[src/rtl/mem_arbiter.sv]
// rtl/mem_arbiter.sv - round-robin arbiter with lock for a shared single-port synchronous memory
// Grants one requester per cycle, drives the memory, and strobes the response back one cycle later.
module mem_arbiter #(
    parameter int NUM_REQ    = 2,
    parameter int ADDR_WIDTH = 32,
    parameter int DATA_WIDTH = 32
) (
    input  logic                             clk,
    input  logic                             reset,
    input  logic [NUM_REQ-1:0]               req_valid,
    output logic [NUM_REQ-1:0]               req_ready,
    input  logic [NUM_REQ-1:0]               req_rw,
    input  logic [NUM_REQ-1:0]               req_lock,
    input  logic [NUM_REQ*ADDR_WIDTH-1:0]    req_addr,
    input  logic [NUM_REQ*DATA_WIDTH-1:0]    req_wdata,
    output logic [NUM_REQ-1:0]               rsp_valid,
    output logic [DATA_WIDTH-1:0]            rsp_rdata,
    output logic [ADDR_WIDTH-1:0]            mem_addr,
    output logic [DATA_WIDTH-1:0]            mem_wdata,
    output logic                             mem_rw,
    input  logic [DATA_WIDTH-1:0]            mem_rdata
);

    localparam int IDW = (NUM_REQ > 1) ? $clog2(NUM_REQ) : 1;

    typedef logic [IDW-1:0] id_t;

    typedef enum logic {
        LK_FREE = 1'b0,
        LK_HELD = 1'b1
    } lock_state_t;

    lock_state_t lock_state;
    lock_state_t lock_next;
    id_t         lock_owner;
    id_t         owner_next;
    id_t         rr_ptr;
    id_t         rr_next;
    logic        rsp_pending;
    id_t         rsp_id;

    logic        grant_found;
    logic        grant_held;
    id_t         grant_id;
    id_t         cand_id;
    logic        transfer;

    // Held lock wins while its owner keeps asking; otherwise search from rr_ptr.
    always_comb begin
        grant_found = 1'b0;
        grant_held  = 1'b0;
        grant_id    = '0;
        cand_id     = '0;
        if (lock_state == LK_HELD && req_valid[lock_owner]) begin
            grant_found = 1'b1;
            grant_held  = 1'b1;
            grant_id    = lock_owner;
        end else begin
            for (int k = 0; k < NUM_REQ; k++) begin
                cand_id = id_t'((int'(rr_ptr) + k) % NUM_REQ);
                if (!grant_found && req_valid[cand_id]) begin
                    grant_found = 1'b1;
                    grant_id    = cand_id;
                end
            end
        end
    end

    // Reset gates the grant combinationally so the memory sees an idle read at once.
    assign transfer = grant_found & reset;
    assign rr_next  = id_t'((int'(grant_id) + 1) % NUM_REQ);

    always_comb begin
        req_ready = '0;
        mem_addr  = '0;
        mem_wdata = '0;
        mem_rw    = 1'b0;
        if (transfer) begin
            req_ready[grant_id] = 1'b1;
            mem_addr            = req_addr[grant_id*ADDR_WIDTH +: ADDR_WIDTH];
            mem_wdata           = req_wdata[grant_id*DATA_WIDTH +: DATA_WIDTH];
            mem_rw              = req_rw[grant_id];
        end
    end

    // With no transfer the owner cannot be valid, so the lock is dropped.
    always_comb begin
        lock_next  = lock_state;
        owner_next = lock_owner;
        if (transfer) begin
            if (req_lock[grant_id]) begin
                lock_next  = LK_HELD;
                owner_next = grant_id;
            end else begin
                lock_next = LK_FREE;
            end
        end else begin
            lock_next = LK_FREE;
        end
    end

    always_ff @(posedge clk or negedge reset) begin
        if (!reset) begin
            lock_state  <= LK_FREE;
            lock_owner  <= '0;
            rr_ptr      <= '0;
            rsp_pending <= 1'b0;
            rsp_id      <= '0;
        end else begin
            lock_state  <= lock_next;
            lock_owner  <= owner_next;
            if (transfer && !grant_held) begin
                rr_ptr <= rr_next;
            end
            rsp_pending <= transfer;
            rsp_id      <= grant_id;
        end
    end

    always_comb begin
        rsp_valid = '0;
        if (rsp_pending) begin
            rsp_valid[rsp_id] = 1'b1;
        end
    end

    assign rsp_rdata = mem_rdata;

endmodule

[config.mk]
export PLATFORM = sky130hd
export DESIGN_NAME = mem_arbiter
export DESIGN_NICKNAME = d
export VERILOG_FILES = /design/src/rtl/mem_arbiter.sv
export SDC_FILE = /design/constraint.sdc
export NUM_CORES = 1
export LEC_CHECK = 0
export CAP_MARGIN = 30
export CELL_PAD_IN_SITES_DETAIL_PLACEMENT = 1
export CELL_PAD_IN_SITES_GLOBAL_PLACEMENT = 2
export CORE_MARGIN = 4
export CORE_UTILIZATION = 10
export CTS_CLUSTER_SIZE = 20
export DETAILED_ROUTE_END_ITERATION = 7
export GPL_TIMING_DRIVEN = 0
export PLACE_DENSITY = 0.95
export SYNTH_ARGS = -nofsm -noshare
export SYNTH_HDL_FRONTEND = slang
export SYNTH_SLANG_ARGS = --single-unit
[constraint.sdc]
create_clock -name clk -period 2.6 [get_ports clk]
set_input_delay 0.39 -clock clk [delete_from_list [all_inputs] [get_ports clk]]
set_output_delay 0.39 -clock clk [all_outputs]
set_load 0.05 [all_outputs]
Yosys cells after proc, flatten, opt, wreduce, memory -nomap -nowiden
Cells that the tools add are included.
{"block": "totals", "regBits": 5, "input_bits": 168, "output_inout_bits": 101, "word_cells": 54}
{"block": "op_classes", "bitwise_logic": 1, "n_mux": 29, "n_reduce_logical": 8, "add_sub_neg": 2, "n_shift": 2, "order_cmp": 7}
{"op": "variable part select 64 x 7 -> 32 bit", "count": 2}
{"op": "two-way mux 32 bit", "count": 2}
{"op": "two-way mux 1 bit", "count": 23}
{"op": "less-than comparator 1 x 2 -> 1 bit (second input constant)", "count": 5}
{"op": "logical AND 1 bit", "count": 5}
{"op": "two-way mux 2 bit", "count": 2}
{"op": "adder 1 bit (second input constant)", "count": 2}
{"op": "demux 1 bit (select 1 bit)", "count": 2}
{"op": "greater-or-equal comparator 1 bit (second input constant)", "count": 2}
{"op": "zero test 1 bit", "count": 2}
{"op": "AND reduction 2 bit", "count": 1}
{"op": "AND 1 bit", "count": 1}

Longest topological paths before layout
{"block": "depth", "depth_word": 13, "ltp_mapped": 5, "depth_no_buf": 3}

Worst setup path after synthesis
No wires, ideal clock.
{"block": "synth_timing", "path_kind": "reg-to-output", "startpoint": "register lock_state", "endpoint": "output mem_addr[22]", "slack_ns": 0.448, "arrival_time_ns": 1.762, "path_stages_with_launch": 5, "n_path_buf": 1, "required_time_ns": 2.210, "cell_sequence": "dfrtp_1 -> mux2_2 -> a21boi_2 -> buf_2 -> a22o_1"}
{"block": "synth_via", "elab_chain_cells": 4, "word_cells_on_any_way": 6, "cone_classes": "1 x shift; 3 x mux; 1 x bitwise; 1 x reduce/logical"}
{"element": "start, declared", "line_no": "33", "rtl": "lock_state_t lock_state;"}
{"element": "start signal, assigned", "line_no": "110", "rtl": "lock_state <= lock_next;"}
{"element": "logical AND 1 bit *", "line_no": "54", "rtl": "if (lock_state == LK_HELD && req_valid[lock_owner]) begin"}
{"element": "two-way mux 1 bit", "line_no": "54"}
{"element": "variable part select 64 x 7 -> 32 bit / AND 1 bit (equally long branches)", "line_no": "80, 70"}
{"element": "two-way mux 32 bit *", "line_no": "78", "rtl": "if (transfer) begin"}
{"element": "end, declared", "line_no": "18", "rtl": "output logic [ADDR_WIDTH-1:0] mem_addr,"}
Mark *: on every way between the ends. The rest lies on a longest branch, timed or not.

Worst setup path after layout
{"block": "layout_timing", "startpoint": "register lock_state", "endpoint": "output req_ready[0]"}
{"block": "layout_via", "elab_chain_cells": 7, "word_cells_on_any_way": 10, "cone_classes": "2 x order compare; 5 x mux; 1 x bitwise; 2 x reduce/logical"}
{"element": "logical AND 1 bit *", "line_no": "54"}
{"element": "two-way mux 1 bit", "line_no": "54"}
{"element": "less-than comparator 1 x 2 -> 1 bit (not written as such) / greater-or-equal comparator 1 bit (equally long branches)", "line_no": "79", "rtl": "req_ready[grant_id] = 1'b1;"}
{"element": "logical AND 1 bit (not written as such)", "line_no": "79"}
{"element": "two-way mux 1 bit (not written as such)", "line_no": "79"}
{"element": "demux 1 bit (select 1 bit)", "line_no": "79"}
{"element": "two-way mux 2 bit *", "line_no": "78"}
{"element": "end, declared", "line_no": "11", "rtl": "output logic [NUM_REQ-1:0] req_ready,"}
Marked as above.

==> metrics.md <==
| Metric | Value |
|---|---|
| Status | `completed` |
| Max Fanout on Critical Path | `10` |
| Ys flop type | `dfrtp_1` |
| Detailed-route DRC error count | `0` |
| CP arrival | `roughly 2000 ps` |
| Die area | `~14000 um2` |
| Final setup fails | `0` |
| Pwr/cell area | `451 nW/um2` |
| Worst Skew | `3.11 ps` |
| Area of the multi-input gates | `721 um2` |
| GPL Wtd Cong | `0.807` |
| Final non-filler cell total | `approximately 520` |
| Synth cell count leaders | `a22o_1, buf_4, buf_2` |
| Seq/Total Area, Yosys | `10.7%` |
| Startpoint Class | `flip-flop` |
| Crit-path cells | `mux2_2, a21boi_2, buf_2, dlygate4sd2_1` |
| Core ar. | `11500 um2` |
| Vias per cell | `4.07` |
| Port Buffer Count | `around 240` |
| Final hold slack | `132 ps` |
| FF+latch area | `125 um2` |
| WL/cell | `around 17 um` |
| Largest cells by area after synthesis | `a22o_1, buf_4, dfrtp_1` |
| Post-layout util | `32.4%` |
| Async S/R FF share, synth | `100%` |
| Peak supply drop | `0.220 mV` |
| Synth cell types | `22` |
| LEAKAGE | `1.64 nW` |
| Post-synth EDFFs | `0` |
| Placed cell area | `3710 um2` |
| Detail Route Antenna Nets | `0` |
| Area grow syn2layout | `217%` |
| Placed instance count | `518` |
| Worst EP required | `2210 ps` |
| Ant. Diodes | `0` |
| Die H | `~120 um` |
| Critical path's top delay family | `buffers and inverters` |
| Mapped Nets | `307` |
| Design Power | `1.68 mW` |
| Vias in the first global route | `2429` |
| Post-route cell area | `3720 um2` |
| Crit end category | `output pin` |
| Cell Rows | `39` |
| Worst-Margin Slew | `536 ps` |
| Hold Path Class | `input port to async pin` |
| Die X | `116 um` |
| Min Tclk post-route | `around 2500 ps` |
| Worst-path clk slew | `around 30 ps` |
| Final worst slack | `147 ps` |
| Yosys reg bits | `5` |
| Filler cell count in the final layout | `1344` |
| Nets | `550` |
| Slowest Stage Delay on Critical Path | `560 ps` |
| Pins Over Slew Limit | `0` |
| Initial Util | `10.2%` |
| Yosys warnings | `0` |
| Initial antenna violation count | `0` |
| Crit path kind | `flip-flop to output pin` |
| Largest net degree at the start of global routing | `11` |
| Slowest-stage cell, CP | `dlygate4sd2_1` |
| H-Tree Depth | `1` |
| Worst slack at placement | `-1030 ps` |
| Final hold vios | `0` |
| RSZ-0062 raised after global routing | `false` |
| Fin crit share | `94.4%` |
| Max Clock Freq | `between 400 and 500 MHz` |
| All-layer global routing usage | `about 11%` |
| Initial DRC count | `between 40 and 50` |
| First-pass GRT wire length | `around 12 mm` |
| Synth Instances | `~140` |
| Post-synth top area share | `49.3%` |
| Total of max-cap violations | `0` |
| Synth area leader | `a22o_1` |
| Worst reg2reg path depth | `5` |
| CTS root buf | `clkbuf_16` |
| Ratio of cells with drive above 1 in the final layout | `31.5%` |
| # IOs | `269` |
| Top-count cell post-synth | `a22o_1` |
| Post-DP HPWL | `roughly 7.8 mm` |
| Final wirelength | `8.85 mm` |
| Worst-Skew Late Latency | `roughly 230 ps` |
| Sink Count | `5` |
| Total global routing overflow | `0` |
| Synthesized area | `roughly 1200 um2` |
| Pre-antenna DRT Iters | `3` |
| Slew margin rel. | `64.2%` |
| CTS tree | `done` |
| Via Count | `between 2000 and 2500` |
| Crit path buf inv count | `2` |
| Num CTS Buffers | `3` |
| Syn_area_per_cell | `8.44 um2` |
| Cell depth of the worst setup path | `4` |
| Clock tree buffer depth | `2` |
| Setup TNS | `0 ps` |
-- flip-flops by register name, summed over array words and instances (netlist names) --
signal,count
rsp_id,1
rr_ptr,1
lock_owner,1
lock_state,1
rsp_pending,1
-- per-layer routing --
layer  share of wire [%]  GRT usage (%)  vias to the layer above
met4                 1.3           3.48                        0
met1                  30           11.0                      976
met2                  56           23.4                      146
li1                    -              -                     1004
met5                   0              0                        -
met3                  12           2.85                        8
-- logic make-up after synthesis --
| group | after synthesis | share of synthesized area [%] |
|---|---|---|
| AND/OR/NAND/NOR | 9 | 3.73 |
| multiplexers | 2 | 1.81 |
| buffers and inverters | 49 | 28.8 |
| flip-flops | 5 | 10.7 |
| AO/OA/AOI/OAI | 74 | 55.0 |
-- cell usage in the layout (no fill, tap or decap) --
master,instances
clkdlybuf4s15_2,16
and2_4,1
buf_6,4
buf_2,12
a32o_1,1
a22o_1,66
a221oi_1,1
dfrtp_1,5
and2_1,1
nor2b_1,1
nand2_1,2
clkbuf_16,3
clkdlybuf4s50_1,166
clkbuf_1,1
clkdlybuf4s18_2,2
a21boi_2,1
clkdlybuf4s15_1,2
o211ai_1,1
nor2_1,3
o21ai_0,1
and3_1,1
buf_4,79
a211oi_4,1
inv_1,3
a22oi_1,1
mux2i_1,1
a21oi_1,1
dlygate4sd2_1,3
mux2_2,1
-- area by class of cell --
class / count / area share [%]
Inverter: 3 / 0.303
Clock buffer: 4 / 2.12
Tap cell: 143 / 4.81
Timing Repair Buffer: 238 / 60.7
Multi-Input combinational cell: 85 / 19.4
Buffer: 46 / 9.35
Sequential cell: 5 / 3.36
-- worst paths after layout --
path | start | end | slack, ps
setup / recovery | lock_state | req_ready[0] | 150
hold / removal | reset | rr_ptr | 130
setup reg to reg | lock_state | lock_owner | 1010
hold reg to reg | lock_owner | lock_owner | 570
max in group asynchronous | reset | rsp_id | 2220
min in group clk | lock_owner | lock_owner | 570
-- power by group --
part	switching (mW)	internal [mW]
clock	0.0548	0.204
sequential	0.0204	0.0954
combinational	0.767	0.536
total	0.842	0.835
-- what timing repair did --
item / in CTS / in global routing
endpoints found under the hold margin: 0 / 0
buffers inserted: 2 / 0
gates resized for setup: 345 / 3
pin swaps: 1 / 1
endpoints found under the setup margin: 67 / 6
hold buffers: 0 / 0
No activity file was read; power rests on OpenSTA's default activity.
